==> config.mk <==
export PLATFORM = sky130hd
export DESIGN_NAME = window_ctrl_3x3
export DESIGN_NICKNAME = d
export VERILOG_FILES = /design/src/rtl/window_ctrl_3x3.sv
export SDC_FILE = /design/constraint.sdc
export NUM_CORES = 1
export LEC_CHECK = 0
export CORE_UTILIZATION = 45
export CTS_CLUSTER_SIZE = 8
export DETAILED_ROUTE_END_ITERATION = 8
export GPL_ROUTABILITY_DRIVEN = 0
export GPL_TIMING_DRIVEN = 0
export PLACE_DENSITY = 0.78
export SLEW_MARGIN = 40
export SYNTH_ARGS = -nofsm -noshare
export SYNTH_HDL_FRONTEND = slang
export SYNTH_SLANG_ARGS = --single-unit
==> constraint.sdc <==
create_clock -name clk -period 3.8 [get_ports clk]
set_input_delay 1.14 -clock clk [delete_from_list [all_inputs] [get_ports clk]]
set_output_delay 1.14 -clock clk [all_outputs]
set_load 0.03 [all_outputs]
==> src/rtl/window_ctrl_3x3.sv <==
// Raster sequencer for the 3x3 filter front end: tracks pixel position and drives
// the window shift, line-buffer push/pop/clear strobes and window-complete flags.
module window_ctrl_3x3 #(
    parameter int IMG_WIDTH  = 640,
    parameter int IMG_HEIGHT = 480,
    localparam int CW = $clog2(IMG_WIDTH),
    localparam int RW = $clog2(IMG_HEIGHT)
) (
    input  logic          clk,
    input  logic          rst_n,
    input  logic          in_valid,
    input  logic          in_sof,
    output logic          in_ready,
    input  logic          out_ready,
    output logic          shift_en,
    output logic          lb1_wr_en,
    output logic          lb1_rd_en,
    output logic          lb0_rd_en,
    output logic          lb_clr,
    output logic [RW-1:0] row,
    output logic [CW-1:0] col,
    output logic          win_valid,
    output logic          frame_done,
    output logic          sof_err
);

    typedef enum logic {IDLE, ACTIVE} state_t;

    typedef struct packed {
        logic [RW-1:0] r;
        logic [CW-1:0] c;
    } pos_t;

    state_t state;
    pos_t   npos;   // position the next accepted pixel will occupy
    pos_t   ppos;   // position of the pixel accepted this cycle

    logic accept;
    logic mid_sof;
    logic last_px;
    logic line_end;
    logic qualify;

    // Only a pending, unconsumed window holds off the source.
    assign in_ready = !(win_valid && !out_ready);
    assign accept   = in_valid && in_ready;

    // A start-of-frame pixel always lands at (0,0), whatever was expected next.
    assign ppos     = in_sof ? '0 : npos;

    assign shift_en  = accept && (in_sof || (state == ACTIVE));
    assign lb1_wr_en = shift_en;
    assign lb1_rd_en = shift_en && (ppos.r >= RW'(1));
    assign lb0_rd_en = shift_en && (ppos.r >= RW'(2));
    assign lb_clr    = accept && in_sof;

    assign mid_sof  = accept && in_sof && (state == ACTIVE) && (npos != '0);
    assign line_end = (ppos.c == CW'(IMG_WIDTH - 1));
    assign last_px  = line_end && (ppos.r == RW'(IMG_HEIGHT - 1));
    // Columns 0 and 1 still hold pixels from the previous line's tail.
    assign qualify  = (ppos.r >= RW'(2)) && (ppos.c >= CW'(2));

    always_ff @(posedge clk or negedge rst_n) begin
        if (!rst_n) begin
            state      <= IDLE;
            npos       <= '0;
            row        <= '0;
            col        <= '0;
            win_valid  <= 1'b0;
            frame_done <= 1'b0;
            sof_err    <= 1'b0;
        end else if (shift_en) begin
            row        <= ppos.r;
            col        <= ppos.c;
            win_valid  <= qualify;
            frame_done <= last_px;
            sof_err    <= mid_sof;
            if (last_px) begin
                state <= IDLE;
                npos  <= '0;
            end else if (line_end) begin
                state  <= ACTIVE;
                npos.r <= ppos.r + 1'b1;
                npos.c <= '0;
            end else begin
                state  <= ACTIVE;
                npos.r <= ppos.r;
                npos.c <= ppos.c + 1'b1;
            end
        end else begin
            win_valid  <= win_valid && !out_ready;
            frame_done <= 1'b0;
            sof_err    <= 1'b0;
        end
    end

endmodule
* After elaboration in Yosys (flattened, before gate mapping)
Cells that the tools add are included.
** Cells by class
- Magnitude comparators :: 3
- Reduce and logical (&&, ||, !) cells :: 14
- Equality and inequality tests :: 2
- Add/sub/neg operators :: 2
- Muxes and demuxes :: 7
** Operators with widths (number)
- $mux 19 :: 3
- $reduce_bool 19->1 :: 1
- $add 10x1->10 const B :: 1
- $eq 10x10->1 const B :: 1
- $ge 10x2->1 const B :: 1
- $logic_and 1x1->1 :: 10
- $add 9x1->9 const B :: 1
- $eq 9x9->1 const B :: 1
- $ge 9x1->1 const B :: 1
- $ge 9x2->1 const B :: 1
- $mux 1 :: 4
- $logic_not 1->1 :: 2
- $logic_or 1x1->1 :: 1
** Word-level totals
- Output and inout bits :: 28
- Logic and storage cells :: 36
- Bits of input ports :: 5
- Bits in registers :: 42

* Depth between registers and ports, before layout
Gate-level depths: netlist of run 1.
- Word-level depth :: 8
- Mapped depth :: 11
- Gate-level depth less buffers :: 9

* Least setup slack after synthesis of run 1
OpenSTA, ideal clock, no wires.
- Path kind :: input port to output port
- Start :: input port out_ready
- End :: output port shift_en
- Arrival time :: 2.665 ns
- Setup slack :: -0.005 ns
- Required time :: 2.660 ns
- Path buffers :: 2
- Stages :: 5
- Cells stage by stage :: nand2b_1 o211ai_1 inv_1 clkbuf_1 buf_4
** Between the ends
- Cells in the longest elaborated chain, start to end :: 5
** Ends and longest elaborated chain
- start: declaration :: line 14 : input logic out_ready,
- $logic_not 1->1 :: line 45 : assign in_ready = !(win_valid && !out_ready);
- $logic_and 1x1->1 :: line 45
- $logic_not 1->1 :: line 45
- $logic_and 1x1->1 :: line 46 : assign accept = in_valid && in_ready;
- $logic_and 1x1->1 :: line 51 : assign shift_en = accept && (in_sof || (state == ACTIVE));
- end: declaration :: line 15 : output logic shift_en,
Every way passes these cells.

* Final worst setup path of run 1
Same ends and word-level chain as after synthesis.

==> impl_metrics.json, run 1 <==
{
  "diodes": 0,
  "p_leak_nw": 1.21,
  "clk_latency_ns": 0.30,
  "relSlewSlack_pct": 65.0,
  "grt_usage_pct": 23.3,
  "synth-seq-cells": 42,
  "fin_nets": 310,
  "ys.warnings.count": 0,
  "cts_buffers": 5,
  "fmax_ghz": 0.270,
  "root_buffer": "clkbuf_8",
  "reg2reg_slack_ns": 1.51,
  "initial_core_util_pct": 47.2,
  "crit_end": "shift_en",
  "grt_pass1_wl_mm": 9.43,
  "critPathTopFamily": "buffers and inverters",
  "max_stage_delay_ns": 0.46,
  "core.rowCount": 25,
  "clkTransAtPathRegs_ns": 0.07,
  "drive_above_1_share_pct": 13.0,
  "path_cells": "clkdlybuf4s50_1 > nand2b_4 > o211ai_1 > buf_4 > inv_2 > clkbuf_8 > buf_4 > buf_2",
  "r2r-end": "npos[13]",
  "vdd_ir_drop_max_v": 0.000214,
  "reg2reg_from": "npos[10]",
  "drt-total-wl_mm": 5.55,
  "min_path_type": "flip-flop to flip-flop",
  "syn_nets": 269,
  "most-common-layout-cells": "nand2_1, dfrtp_1, clkdlybuf4s50_1",
  "hold_ws_ns": 0.471,
  "hold_viol": 0,
  "cp-startpoint": "out_ready",
  "firstDrtPassIters": 4,
  "syn_avg_cell_area_um2": 8.71,
  "portBuffers": 32,
  "h-tree-depth": 2,
  "yosysSeqAreaShare_pct": 46.6,
  "die_h_um": 72.8,
  "critical_path_class": "primary input to primary output",
  "synth_area_um2": 2260,
  "holdCritStartpoint": "row[6]",
  "slew_viol_final": 0,
  "arrival_ns": 2.57,
  "layout_commonest_cell": "nand2_1",
  "setup_tns_ns": 0,
  "synth_cell_types": 43,
  "grt_antenna_before_repair": 0,
  "critPathBufInv": 6,
  "crit_cells": 8,
  "place_hpwl_mm": 3.82,
  "grt_max_degree": 43,
  "cts_sinks": 42,
  "worst_pin_slew_ns": 0.525,
  "cts.path.max_buffers": 2,
  "status": "finished clean",
  "required_ns": 2.66,
  "vias_per_cell": 5.73,
  "slowest_stage": "clkdlybuf4s50_1",
  "drt_iter0_drc": 173,
  "p_per_area_nw_per_um2": 324,
  "end_kind": "primary output",
  "area_delta_synth_final_pct": 23.9,
  "grt.overflow.total": 0,
  "synthCells": 259,
  "cts_tree": "done",
  "critPathLaunchType": "primary input",
  "grt_pass1_vias": 2067,
  "wire_per_inst_um": 15.2,
  "die_area_um2": 5300,
  "finClkSkew_ns": 0.00435,
  "cp_max_fo": 11,
  "grt_setup_unrepaired": "false",
  "min_period_over_period_pct": 97.5,
  "die_w_um": 72.8,
  "drc": 0,
  "cpMostUsedCell": "buf_4",
  "vias": 2098,
  "ioPinCount": 33,
  "finalSetupViolations": 0,
  "r2r.worst_path.cells": 9,
  "cap_violations": 0,
  "antenna_left": 0,
  "layout_min_cycle_time_ns": 3.71,
  "core_area_um2": 4790
}
cells in the mapped netlist, drive strengths merged:
master	count	area (um^2)
a211o	2	17.5
a21o	2	15.0
a21oi	8	40.0
a22o	2	17.5
a22oi	1	7.51
a31oi	8	50.1
a41oi	2	17.5
and2	2	12.5
buf	8	42.5
clkbuf	13	48.8
dfrtp	42	1050
ha	5	62.6
inv	8	30.0
mux2	1	11.3
mux2i	1	10.0
nand2	50	190
nand2b	4	25.0
nand3	12	60.1
nand4	3	18.8
nand4b	2	23.8
nor2	13	48.8
nor2b	6	37.5
nor3	6	35.0
nor4	8	71.3
nor4b	1	15.0
o211ai	3	22.5
o21ai	30	150
o22ai	1	6.26
o311ai	1	8.76
o31ai	10	75.1
o41ai	1	8.76
or2	1	6.26
or3	1	6.26
or4b	1	13.8
cells by family (layout without fill, tap and decap cells):
family / after synthesis / after routing / synth area share, %
AOI/OAI and AO/OA: 71 / 71 / 19.3
adders and majority gates: 5 / 5 / 2.77
buffers and inverters: 29 / 69 / 5.38
DFF: 42 / 42 / 46.6
muxes: 2 / 2 / 0.942
and+or+nand+nor: 110 / 110 / 25.0
per-stage QoR:
| step | instance area [um^2] | setup slack (ns) | instances | utilization, % | total power, mW |
|---|---|---|---|---|---|
| 2_1_floorplan | 2260 | 0.0515 | 259 | - | 0.564 |
| 3_3_place_gp | 2670 | -1.23 | 358 | 55.7 | 0.616 |
| 3_5_place_dp | 2660 | -1.22 | 358 | 55.7 | 0.617 |
| 4_1_cts | 2790 | 0.0207 | 365 | 58.4 | 0.909 |
| 5_1_grt | 2800 | 0.0113 | 366 | 58.4 | 0.944 |
| 6_report | 2800 | 0.0944 | 366 | 58.4 | 0.906 |
layer usage:
layer	vias up	global-route usage [%]	routed length [um]	share of wire, %
li1	997	-	-	-
met1	1026	29.7	2460	44
met2	62	38.1	2740	49
met3	13	4.14	253	4.6
met4	0	11.8	101	1.8
met5	-	0	0	0
registers in the layout, indices dropped and copies added, names as in the netlist:
register    count
col            10
frame_done      1
npos           19
row             9
sof_err         1
state           1
win_valid       1
worst min path at each step:
stage	endpoint	slack [ns]	depth (start not counted)
after floorplan	npos[0]	0.49	2
after global placement	col[5]	0.46	2
after detailed placement	row[6]	0.47	2
after CTS	row[6]	0.48	2
after global routing	col[8]	0.51	2
final	row[6]	0.47	2
area by class of cell:
class	instances	area, um^2
clock buffer	6	82.6
timing repair buffer	35	319
buffer	20	119
sequential	42	1050
fill	445	1990
multi-input combinational	188	1110
inverter	8	35.0
tap	67	83.8
tightest hold or removal path, cell delays in order (launching register included):
cell and delay (ns):
dfrtp_1 0.35, nand2_1 0.05, nand2_1 0.05
repair_timing:
item	CTS	global route
resized for setup	31	12
setup endpoints to repair	5	5
hold buffers	0	0
pin swaps	1	2
setup buffers	2	1
where the power goes:
group / switching, mW / internal [mW]
logic: 0.0917 / 0.0486
registers: 0.0117 / 0.463
clock network: 0.151 / 0.140
total: 0.254 / 0.652
Power figures use the tool's default switching activity.
==> run 2, diff against run 1 <==
Settings changed: RECOVER_POWER set to 100.
==> run 2 against run 1 <==
Effect of this change:
- worst hold slack lost 0.0055 ns
- final cell count is the same
- die area is the same
- wire length grew 0.36%
- critical path type unchanged
- global-route usage is the same
- via count shrank 0.57%
- the flow now finishes with violations (capacitance limit, slew limit)
- flip-flop and latch count is the same
- worst setup slack lost 0.0042 ns
- critical endpoint is now lb0_rd_en
- sequential power is essentially flat
- sequential share of layout area grew 0.72 points
- clock skew is essentially flat
- design area shrank 1.9%
==> impl_metrics.json, run 2 (synthesis gave the netlist of run 1 again) <==
{
  "status": "complete, but fails checks",
  "violations": "capacitance limit, slew limit",
  "setup_tns_ns": 0,
  "postLayoutSetupSlackWorst_ns": 0.0902,
  "grt_pass1_wl_mm": 9.43,
  "detailedPlace.worstSlack_ns": -1.22,
  "most-common-layout-cells": "nand2_1, dfrtp_1, o21ai_0",
  "critPathBufInv": 5,
  "antenna_left": 0,
  "switching_power_mw": 0.252,
  "min_path_type": "flip-flop to flip-flop",
  "drt_iter0_drc": 212,
  "reg2reg_from": "npos[0]",
  "ff_latch_area_um2": 1050,
  "max_stage_delay_ns": 0.29,
  "arrival_ns": 2.57,
  "hold_viol": 0,
  "cts_sinks": 42,
  "top_register": "npos",
  "drive_above_1_share_pct": 10.4,
  "power_mw": 0.900,
  "pwr-share-comb_pct": 15.0,
  "grt_usage_pct": 23.3,
  "critPathLaunchType": "primary input",
  "holdCritStartpoint": "row[6]",
  "r2r-end": "npos[12]",
  "diodes": 0,
  "min_delay_path_depth": 2,
  "required_ns": 2.66,
  "initial_core_util_pct": 47.2,
  "critical_path_class": "primary input to primary output",
  "r2r.worst_path.cells": 8,
  "critPathTopFamily": "buffers and inverters",
  "root_buffer": "clkbuf_8",
  "largest_register_ffs": 19,
  "hold_ws_ns": 0.466,
  "slew_viol_final": 43,
  "fin_nets": 310,
  "finClkSkew_ns": 0.00421,
  "fill_cells": 460,
  "ctsHoldBuffers": 0,
  "die_area_um2": 5300,
  "drc": 0,
  "portBuffers": 32,
  "vias": 2086,
  "use_met3_pct": 4.14,
  "clk_latency_ns": 0.30,
  "slowest_stage": "dlygate4sd2_1",
  "top_usage_layer": "met2",
  "grt_setup_unrepaired": "false",
  "worst_pin_slew_ns": 2.21,
  "grt_pass1_vias": 2067,
  "clkTransAtPathRegs_ns": 0.08,
  "vias_per_cell": 5.70,
  "place_hpwl_mm": 3.82,
  "p_leak_nw": 1.24,
  "cts.path.max_buffers": 2,
  "end_kind": "primary output",
  "grt_max_degree": 43,
  "cts_buffers": 5,
  "vdd_ir_drop_max_v": 0.000214,
  "whs_endpoint": "row[6]",
  "switching_share_pct": 28.0,
  "multiInputGateArea_um2": 1060,
  "h-tree-depth": 2,
  "use_met2_pct": 38.1,
  "cp_max_fo": 10,
  "firstDrtPassIters": 4,
  "cpMostUsedCell": "buf_6",
  "p_per_area_nw_per_um2": 328,
  "reg_top3": "npos (19), col (10), row (9)",
  "die_h_um": 72.8,
  "core.rowCount": 25,
  "drt-total-wl_mm": 5.57,
  "area_delta_synth_final_pct": 21.6,
  "cts_tree": "done",
  "cap_violations": 1,
  "grt_antenna_before_repair": 0,
  "path_cells": "dlygate4sd2_1 > buf_6 > inv_6 > buf_6 > nand2_1 > ha_2 > a22oi_2 > nor2_1 > buf_4",
  "clkPwrFrac_pct": 32.3,
  "seq_power_share_pct": 52.7,
  "finalSetupViolations": 0,
  "p_int_mw": 0.648,
  "relSlewSlack_pct": -47.0,
  "layout_min_cycle_time_ns": 3.71,
  "reg2reg_slack_ns": 1.14,
  "ioPinCount": 33,
  "final_core_util_pct": 57.3,
  "layout_commonest_cell": "nand2_1",
  "grt.overflow.total": 0,
  "grt_use_met1_pct": 29.7,
  "core_area_um2": 4790,
  "min_period_over_period_pct": 97.6,
  "die_w_um": 72.8,
  "wire_per_inst_um": 15.2,
  "fmax_ghz": 0.270
}
run 2: worst max-delay path by stage:
stage | start | depth (start not counted) | endpoint
2_1_floorplan | out_ready | 5 | lb0_rd_en
3_3_place_gp | in_sof | 7 | lb0_rd_en
3_5_place_dp | in_sof | 7 | lb0_rd_en
4_1_cts | out_ready | 7 | shift_en
5_1_grt | out_ready | 8 | shift_en
6_report | in_sof | 9 | lb0_rd_en
run 2: layer usage:
layer	vias to the layer above	routed length [um]
met2	69	2730
met3	15	286
met5	-	0
li1	999	-
met4	0	121
met1	1003	2440
run 2: worst reg2reg max path: cells and delay by family (launching register included):
family	cells	cell delay, ns
and+or+nand+nor	5	1.67
adders and majority gates	1	0.25
AOI/OAI and AO/OA	1	0.13
DFF	1	0.41
buffers and inverters	1	0.12
run 2: power groups by stage:
stage	Sequential, mW	Combinational, mW	Clock (mW)
2_1_floorplan	0.495	0.0688	0
3_3_place_gp	0.483	0.133	0
3_5_place_dp	0.483	0.134	0
4_1_cts	0.475	0.138	0.297
5_1_grt	0.477	0.148	0.313
6_report	0.474	0.135	0.291
run 2: timing repair:
item / 4_1_cts / 5_1_grt
setup buffers: 2 / 1
resized for setup: 31 / 12
pin swaps: 1 / 2
setup endpoints to repair: 5 / 5
run 2: through the flow:
step / area [um^2] / std cells
6_report: 2740 / 366
4_1_cts: 2790 / 365
3_3_place_gp: 2670 / 358
2_1_floorplan: 2260 / 259
5_1_grt: 2740 / 366
3_5_place_dp: 2660 / 358
run 2: layout make-up:
| cell class | instances | share of cell area [%] |
|---|---|---|
| Clock buffer | 6 | 3.01 |
| Tap cell | 67 | 3.06 |
| Buffer | 20 | 4.20 |
| Multi-Input combinational cell | 188 | 38.8 |
| Timing Repair Buffer | 35 | 11.4 |
| Sequential cell | 42 | 38.3 |
| Inverter | 8 | 1.28 |
==> run 3, diff against run 2 <==
Settings changed: CELL_PAD_IN_SITES_DETAIL_PLACEMENT set to 0, CELL_PAD_IN_SITES_GLOBAL_PLACEMENT set to 2, CORE_UTILIZATION 45 to 33, PLACE_DENSITY 0.78 to 0.9.
==> run 3 against run 2 <==
Effect of this change:
- the flow now finishes without violations
- wire length rose by 6.9%
- first-iteration DRC count fell by 39%
- clock skew rose by 0.0019 ns
- final cell count rose by 3.0%
- non-clock buffer count rose by 1
- critical path type unchanged
- critical endpoint is now shift_en
==> impl_metrics.json, run 3 (synthesis gave the netlist of run 1 again) <==
{
  "status": "finished clean",
  "cpMostUsedCell": "buf_4",
  "fmax_ghz": 0.269,
  "min_path_type": "flip-flop to flip-flop",
  "max_stage_delay_ns": 0.45,
  "grt_antenna_before_repair": 0,
  "postLayoutSetupSlackWorst_ns": 0.0838,
  "place_area_um2": 2700,
  "ctsHoldBuffers": 0,
  "drive_above_1_share_pct": 10.3,
  "clk_latency_ns": 0.30,
  "vdd_ir_drop_max_v": 0.000152,
  "drt-total-wl_mm": 5.96,
  "fin_nets": 311,
  "die_h_um": 84.7,
  "h-tree-depth": 2,
  "cp_max_fo": 11,
  "vias": 2015,
  "cts_buffers": 5,
  "grt_pass1_wl_mm": 9.89,
  "relSlewSlack_pct": 19.2,
  "largest_register_ffs": 19,
  "hold_viol": 0,
  "required_ns": 2.66,
  "setup_tns_ns": 0,
  "grt_max_degree": 23,
  "final_cell_area_um2": 2790,
  "core.rowCount": 29,
  "core_area_um2": 6460,
  "critical_path_class": "primary input to primary output",
  "layout_commonest_cell": "nand2_1",
  "grt_usage_pct": 17.8,
  "die_area_um2": 7170,
  "cts_sinks": 42,
  "detailedPlace.worstSlack_ns": -1.31,
  "final_core_util_pct": 43.2,
  "grt.overflow.total": 0,
  "clkTransAtPathRegs_ns": 0.07,
  "multiInputGateArea_um2": 1080,
  "fill_cells": 662,
  "critPathLaunchType": "primary input",
  "most-common-layout-cells": "nand2_1, dfrtp_1, o21ai_0",
  "ioPinCount": 33,
  "arrival_ns": 2.58,
  "root_buffer": "clkbuf_8",
  "cap_violations": 0,
  "reg2reg_slack_ns": 1.33,
  "p_leak_nw": 1.25,
  "grt_setup_unrepaired": "false",
  "die_w_um": 84.7,
  "end_kind": "primary output",
  "cts_tree": "done",
  "p_per_area_nw_per_um2": 323,
  "finClkSkew_ns": 0.00607,
  "top_register": "npos",
  "antenna_left": 0,
  "firstDrtPassIters": 6,
  "grt_pass1_vias": 1902,
  "slew_viol_final": 0,
  "area_delta_synth_final_pct": 23.7,
  "place_hpwl_mm": 4.30,
  "portBuffers": 32,
  "drt_iter0_drc": 129,
  "fin_cells": 377,
  "ff_latch_area_um2": 1050,
  "slowest_stage": "clkdlybuf4s50_1",
  "layout_min_cycle_time_ns": 3.72,
  "drc": 0,
  "reg_top3": "npos (19), col (10), row (9)",
  "worst_pin_slew_ns": 1.21,
  "initial_core_util_pct": 34.9,
  "finalSetupViolations": 0,
  "wire_per_inst_um": 15.8,
  "min_period_over_period_pct": 97.8,
  "diodes": 0,
  "vias_per_cell": 5.34,
  "cts.path.max_buffers": 2,
  "path_cells": "clkdlybuf4s50_1 > nand2b_4 > o211ai_1 > buf_4 > inv_2 > buf_8 > buf_4 > clkdlybuf4s18_2",
  "dp_cells": 369
}
[run 3: cell types whose count changed in the layout (fill, tap and decap cells not counted), sizes merged]
cell / before / now
buf: 12 / 10
clkbuf: 23 / 24
clkdlybuf4s15: 0 / 1
clkdlybuf4s18: 0 / 1
[run 3: layer usage]
metal | routed length (um) | vias up | global-route usage, %
li1 | - | 1006 | -
met1 | 2830 | 958 | 24.7
met2 | 2780 | 44 | 28.5
met3 | 304 | 7 | 4.23
met4 | 42 | 0 | 3.70
met5 | 0 | - | 0
[run 3: cell type report]
type	instances	area share, %
Clock buffer	6	2.96
Sequential cell	42	37.7
Timing Repair Buffer	36	11.6
Tap cell	77	3.45
Inverter	8	1.17
Multi-Input combinational cell	188	38.8
Buffer	20	4.35
[run 3: stage by stage]
step	total power, mW	hold slack (ns)
2_1_floorplan	0.564	0.494
3_3_place_gp	0.622	0.462
6_report	0.902	0.472
4_1_cts	0.922	0.487
3_5_place_dp	0.626	0.469
5_1_grt	0.946	0.505
[run 3: path summary, 6_finish.rpt]
| check | startpoint | end | cells past startpoint |
|---|---|---|---|
| min in group asynchronous | rst_n | sof_err | 1 |
| worst min-delay path | col[3] | col[3] | 2 |
| worst min register to register | col[3] | col[3] | 2 |
| max in group asynchronous | rst_n | row[6] | 2 |
| worst max register to register | npos[0] | npos[18] | 8 |
| worst max-delay path | out_ready | shift_en | 8 |
[run 3: what timing repair did]
action | CTS | global route
buffers inserted | 3 | 0
pin swaps | 1 | 1
cloned | 0 | 0
endpoints found under the setup margin | 5 | 4
resized for setup | 35 | 6
[run 3: critical path: cells and delay by family]
kind	cells	cell delay (ns)
buf+inv	6	1.22
compound gates	1	0.09
simple gates	1	0.13
[run 3: power by group]
part	switching [mW]	internal (mW)	total [mW]
clock	0.150	0.140	0.290
combinational	0.0926	0.0454	0.138
sequential	0.0107	0.463	0.474
total	0.253	0.649	0.902
